**src/rtl/serial_addsub.sv**
```systemverilog
// Bit-serial adder/subtractor, one bit per clock LSB first, fed by the ones-complement stage.
// Result and ALU flags are published together on the cycle the FSM enters DONE.
module serial_addsub #(
  parameter int WIDTH = 4
) (
  input  logic             clk,
  input  logic             rst_n,
  input  logic             start,
  input  logic [WIDTH-1:0] A,
  input  logic [WIDTH-1:0] Bc,
  input  logic             cin,
  output logic             ready,
  output logic             done,
  output logic [WIDTH-1:0] Result,
  output logic             cout,
  output logic             ovf,
  output logic             zero,
  output logic             neg
);

  localparam int CW = (WIDTH > 2) ? $clog2(WIDTH) : 1;

  typedef enum logic [1:0] {
    IDLE = 2'd0,
    RUN  = 2'd1,
    DONE = 2'd2
  } state_t;

  state_t           state_r;
  state_t           state_nxt_s;
  logic [WIDTH-1:0] a_sh_r;
  logic [WIDTH-1:0] b_sh_r;
  logic [WIDTH-1:0] s_sh_r;
  logic             carry_r;
  logic [CW-1:0]    count_r;
  logic             bit_s;
  logic             carry_nxt_s;
  logic [WIDTH-1:0] s_nxt_s;
  logic             last_s;

  function automatic logic maj3(input logic x, input logic y, input logic z);
    return (x & y) | (x & z) | (y & z);
  endfunction

  // State register
  always_ff @(posedge clk or negedge rst_n) begin
    if (!rst_n) begin
      state_r <= IDLE;
    end else begin
      state_r <= state_nxt_s;
    end
  end

  // Next-state logic
  always_comb begin
    state_nxt_s = state_r;
    case (state_r)
      IDLE: begin
        if (start) begin
          state_nxt_s = RUN;
        end else begin
          state_nxt_s = IDLE;
        end
      end
      RUN: begin
        if (last_s) begin
          state_nxt_s = DONE;
        end else begin
          state_nxt_s = RUN;
        end
      end
      DONE:    state_nxt_s = IDLE;
      default: state_nxt_s = IDLE;
    endcase
  end

  // Handshake outputs decoded straight from state
  always_comb begin
    ready = 1'b0;
    done  = 1'b0;
    case (state_r)
      IDLE:    ready = 1'b1;
      DONE:    done  = 1'b1;
      default: begin
        ready = 1'b0;
        done  = 1'b0;
      end
    endcase
  end

  // One full-adder slice; the new sum bit enters s_sh from the top so the LSB lands at bit 0
  always_comb begin
    bit_s       = a_sh_r[0] ^ b_sh_r[0] ^ carry_r;
    carry_nxt_s = maj3(a_sh_r[0], b_sh_r[0], carry_r);
    s_nxt_s     = {bit_s, s_sh_r[WIDTH-1:1]};
    last_s      = (count_r == CW'(WIDTH - 1));
  end

  // Operand/sum shifters and published result; carry_r still holds the carry into the MSB on the last bit
  always_ff @(posedge clk or negedge rst_n) begin
    if (!rst_n) begin
      a_sh_r  <= {WIDTH{1'b0}};
      b_sh_r  <= {WIDTH{1'b0}};
      s_sh_r  <= {WIDTH{1'b0}};
      carry_r <= 1'b0;
      count_r <= {CW{1'b0}};
      Result  <= {WIDTH{1'b0}};
      cout    <= 1'b0;
      ovf     <= 1'b0;
      zero    <= 1'b0;
      neg     <= 1'b0;
    end else begin
      case (state_r)
        IDLE: begin
          if (start) begin
            a_sh_r  <= A;
            b_sh_r  <= Bc;
            carry_r <= cin;
            count_r <= {CW{1'b0}};
            s_sh_r  <= {WIDTH{1'b0}};
          end
        end
        RUN: begin
          a_sh_r  <= {1'b0, a_sh_r[WIDTH-1:1]};
          b_sh_r  <= {1'b0, b_sh_r[WIDTH-1:1]};
          carry_r <= carry_nxt_s;
          s_sh_r  <= s_nxt_s;
          count_r <= count_r + CW'(1);
          if (last_s) begin
            Result <= s_nxt_s;
            cout   <= carry_nxt_s;
            ovf    <= carry_r ^ carry_nxt_s;
            zero   <= (s_nxt_s == {WIDTH{1'b0}});
            neg    <= bit_s;
          end
        end
        default: begin
        end
      endcase
    end
  end

endmodule

```
**config.mk**
```make
export PLATFORM = sky130hd
export DESIGN_NAME = serial_addsub
export DESIGN_NICKNAME = d
export VERILOG_FILES = /design/src/rtl/serial_addsub.sv
export SDC_FILE = /design/constraint.sdc
export NUM_CORES = 1
export LEC_CHECK = 0
export BUFFER_PORTS_ARGS = -buffer_cell sky130_fd_sc_hd__buf_2
export CAP_MARGIN = 15
export CORE_MARGIN = 2
export CORE_UTILIZATION = 55
export CTS_BUF_LIST = sky130_fd_sc_hd__clkbuf_4
export DETAILED_ROUTE_END_ITERATION = 10
export GPL_TIMING_DRIVEN = 0
export PLACE_DENSITY_LB_ADDON = 0.3
export SKIP_LAST_GASP = 1
export SLEW_MARGIN = 20
export SYNTH_ARGS = -nofsm -noshare
export SYNTH_HDL_FRONTEND = slang
export SYNTH_SLANG_ARGS = --single-unit
```
**constraint.sdc**
```tcl
create_clock -name clk -period 3.7 [get_ports clk]
set_clock_uncertainty 0.15 [all_clocks]
set_input_delay 0.185 -clock clk [delete_from_list [all_inputs] [get_ports clk]]
set_output_delay 0.185 -clock clk [all_outputs]
set_load 0.05 [all_outputs]
```
# == Yosys cells after proc, flatten, opt, wreduce, memory -nomap -nowiden ==
# Index checks and enable logic that the tools add are counted.
# totals
ff_bits,25
latch_bits,0
ramBits,0
mem_bits_ro,0
inputBits,12
word_cells,44
n_memories,0
# classes
addsub,1
multipliers,0
n_div,0
n_lt_le_gt_ge,0
n_eq_ne,4
shift,0
n_mux,15
n_bitwise,8
n_reduce_logical,5
# ops
op,count
case mux 4 bit (2 select lines),3
2-to-1 mux 4 bit,3
case mux 2 bit (2 select lines),2
"== test 2 bit, second input constant",2
zero test 4 bit,1
2-to-1 mux 1 bit,4
2-to-1 mux 2 bit,2
AND reduction 2 bit,2
bitwise AND 1 bit,3
bitwise XOR 1 bit,3
"adder 2 x 1 -> 2 bit, second input constant",1
"== test 2 x 1 -> 1 bit, second input constant",1
zero test 2 bit,1
"inequality test 2 bit, second input constant",1
bitwise OR 1 bit,2
case mux 1 bit (2 select lines),1
nonzero test 2 bit,1

# == Logic depth before layout (Yosys ltp) ==
# logic_depth
word_depth,4
ltp_mapped,4
ltp_nobuf,3

# == Worst setup path before layout ==
# No wires, ideal clock.
# synth_path
path_type,flip-flop to output port
start,reg state_r[0]
end,out done
arrival_ns,1.318
required_time_ns,3.365
slack_ns,2.047
path_stages_with_launch,4
path_buffers,2
path_cell_list,dfrtp_1 -> buf_4 -> buf_6 -> nor2b_1
# synth_between
elab_chain_cells,2
# synth_lines
element,line,rtl
start: declaration,29,state_t state_r;
start signal: assignment,50,state_r <= state_nxt_s;
== test 2 bit,81,case (state_r)
2-to-1 mux 1 bit,81,
end: declaration,13,"output logic done,"
# Every way passes these cells.

# == Worst setup path in the final report ==
# Ends and elaborated chain as after synthesis.

==> flow_summary.yaml <==
outcome:
  status: "finished clean"
synth:
  post-synth-top-area-fraction_pct: 53.55
  synth-edff-count: 0
  post_synth_most_frequent_cells: "sky130_fd_sc_hd__dfrtp_1 (23), sky130_fd_sc_hd__mux2_2 (7), sky130_fd_sc_hd__o221a_2 (7), sky130_fd_sc_hd__or4b_1 (7), sky130_fd_sc_hd__a22o_1 (4)"
  synth-seq-cells: 23
  post_synth.cell_area_avg_um2: 14.33
  ys_seq_area_share_pct: 53.55
  synth_largest_area_cell: "sky130_fd_sc_hd__dfrtp_1"
  synth-warning-count: 0
  mappedNetlistArea_um2: 1075
  postSynth.asyncResetShare_pct: 100.0
  yosysMostFrequentCell: "sky130_fd_sc_hd__dfrtp_1"
  synthFlopType: "sky130_fd_sc_hd__dfrtp_1"
  synth_area_leaders: "sky130_fd_sc_hd__dfrtp_1 (54%), sky130_fd_sc_hd__mux2_2 (7.3%), sky130_fd_sc_hd__o221a_2 (7.3%), sky130_fd_sc_hd__or4b_1 (6.5%), sky130_fd_sc_hd__a22o_1 (3.3%)"
  yosysUniqueCellTypes: 27
  syn_inst: 75
  total_nets_after_synthesis: 89
routing:
  drcViolationCount: 0
  final_antenna_net_count: 0
  via_density: 5.659
  total_vias_in_the_final_route: 713
  wl_per_cell_um: 14.61
  count_of_routing_violations_after_the_opening_detailed_route_iteration: 5
  detail_route.first_pass.iterations: 4
  detail_route.wirelength_um: 1841
clock_tree:
  clock_sinks: 23
  cts_htree_levels: 1
  clkLatencyLatePin_ns: 0.31
  postCtsResizedCells: 0
  cts.reportedPaths.clkPinSlew_ns: 0.13
  clockBufferDepth: 2
  numCtsBuffers: 3
  clock_root_cell: "sky130_fd_sc_hd__clkbuf_4"
  tritoncts: "done"
sta:
  finalCriticalPeriod_ns: 1.693
  post-route-period-util_pct: 45.77
  final-setup-viol-count: 0
  fmax_mhz: 590.5
  rsz0062_at_grt: "false"
  hold_viol_final: 0
  worst_hold_slack_ns: 0.06295
  maxSlewHeadroom_pct: 67.13
  worst-slew-pin-transition_ns: 0.4931
  setup-tns-final_ns: 0
  final_max_slew_viol_count: 0
hold_path:
  timing.hold.worst.start: "A[2]"
  hold_path.class: "in -> reg"
  worst_hold_path.num_cells: 3
  min_to: "a_sh_r[2]"
global_route:
  grt_util_all_layers_pct: 20.03
  number_of_antenna_violations_at_the_first_check_in_global_routing: 0
  first_global_vias: 682
  largest_net_degree_at_the_start_of_global_routing: 24
  grt_overflow: 0
  grt_pass1_wl_um: 3105
die:
  rows: 15
  floorplan.initialDensity_pct: 60.28
  die_area_um2: 2324
  die_x_um: 48.21
  floorplan.core_area_um2: 1783
  die_boundary_height_um: 48.21
  pin_count: 22
power:
  power_leakage_nw: 0.5997
  vdd.ir_drop.worst_mv: 0.5673
  power_density_nw_per_um2: 985.1
  p_total_mw: 1.230
flow_run:
  max-cap-violations: 0
critical_path:
  timing.critical_path.fanout_max: 10
  worstPathRequired_ns: 3.37
  worst-path-buf-inv: 3
  setup_slack_reg_to_reg_ns: 2.11
  arrival_ns: 1.36
  critical_path.reg2reg.startpoint: "a_sh_r[0]"
  slowest_delay_ns: 0.38
  crit_path_start_kind: "flop"
  critical_path.cell_chain: "buf_4 > buf_6 > nor2b_1 > buf_2"
  worst-r2r-cell-count: 3
  cpLargestDelayFamily: "buffers and inverters"
  setup.worst_path.class: "reg -> out"
  timing.critical_path.to_type: "output port"
  reg2reg_end: "ovf"
  critical-path-slowest-cell: "sky130_fd_sc_hd__dfrtp_1"
finish:
  syn2layout_area_growth_pct: 16.18
  antenna-diode-count: 0
  layout.core_utilization_pct: 70.04
  finalNetCount: 116
  drive_gt1_share_pct: 48.51
placement:
  place_congestion: 0.6978
  placement.io_buffers: 21
sequential cells by signal, indices dropped and copies added (netlist names):
| signal | flops |
|---|---|
| Result | 4 |
| a_sh_r | 4 |
| b_sh_r | 4 |
| s_sh_r | 3 |
| count_r | 2 |
| state_r | 2 |
| carry_r | 1 |
| cout | 1 |
| ovf | 1 |
| zero | 1 |
cell usage in the layout, fill, tap and decap left out, types with 2 or more instances in the layout:
cell type / n
sky130_fd_sc_hd__clkbuf_1: 2
sky130_fd_sc_hd__and4bb_2: 2
sky130_fd_sc_hd__a22o_1: 4
sky130_fd_sc_hd__or4b_1: 7
sky130_fd_sc_hd__buf_2: 22
sky130_fd_sc_hd__dfrtp_1: 23
sky130_fd_sc_hd__clkbuf_4: 3
sky130_fd_sc_hd__mux2_2: 7
sky130_fd_sc_hd__buf_6: 2
sky130_fd_sc_hd__nor3b_1: 2
sky130_fd_sc_hd__o221a_2: 7
sky130_fd_sc_hd__buf_4: 2
worst register-to-register path, cell delays in order (launching register included):
cell                      delay (ns)
sky130_fd_sc_hd__dfrtp_1        0.43
sky130_fd_sc_hd__fa_1           0.48
sky130_fd_sc_hd__xor2_1         0.18
sky130_fd_sc_hd__mux2_2         0.25
final cells by class:
type,count,area (µm²)
Sequential cell,23,575.6
Buffer,7,50.05
Tap cell,25,31.28
Fill cell,132,534.3
Clock buffer,3,22.52
Multi-Input combinational cell,44,445.4
Inverter,1,3.754
Clock inverter,1,5.005
Timing Repair Buffer,22,115.1
kinds of logic (layout without fill, tap and decap cells):
kind of cell	count (synthesis)	after routing	synth area share, %
simple gates	17	17	14.90
compound gates	16	16	14.44
flops	23	23	53.55
fa+ha+maj	2	2	3.027
buf+inv	8	34	5.005
mux	8	8	8.266
xor+xnor	1	1	0.8150
per-layer routing:
metal | part of all wire, % | up-vias | wire [µm] | GRT usage (%)
met3 | 3.5 | 7 | 64 | 3.333
met5 | 0 | - | 0 | 0
met4 | 2.7 | 0 | 49 | 11.35
met2 | 49 | 20 | 908 | 32.37
li1 | - | 346 | - | -
met1 | 44 | 340 | 818 | 25.36
worst max-delay path by stage:
stage	startpoint	endpoint	slack, ns	cells past startpoint
2_1_floorplan	state_r[0]	done	2.05	3
3_3_place_gp	a_sh_r[0]	zero	2.13	3
3_5_place_dp	a_sh_r[0]	zero	2.12	3
4_1_cts	state_r[0]	done	2.00	4
5_1_grt	state_r[1]	done	1.92	3
6_report	state_r[0]	done	2.01	4
timing repair:
| action | CTS | global route |
|---|---|---|
| setup buffers | 0 | 0 |
| hold buffers | 1 | 0 |
| hold endpoints to repair | 23 | 0 |
stage by stage:
step,cells,setup WS [ns],instance area (µm²)
after global routing,126,1.922,1249
after detailed placement,121,2.122,1211
after floorplan,75,2.047,1075
final,126,2.007,1249
after global placement,121,2.128,1211
after CTS,126,1.999,1249
report_power, final:
| group | total (mW) | switching, mW | leakage [nW] | internal [mW] |
|---|---|---|---|---|
| Combinational | 0.665 | 0.377 | 0.300 | 0.288 |
| Sequential | 0.449 | 0.0802 | 0.282 | 0.369 |
| Clock | 0.115 | 0.0750 | 0.0177 | 0.0404 |
(Power assumes the default switching activity.)
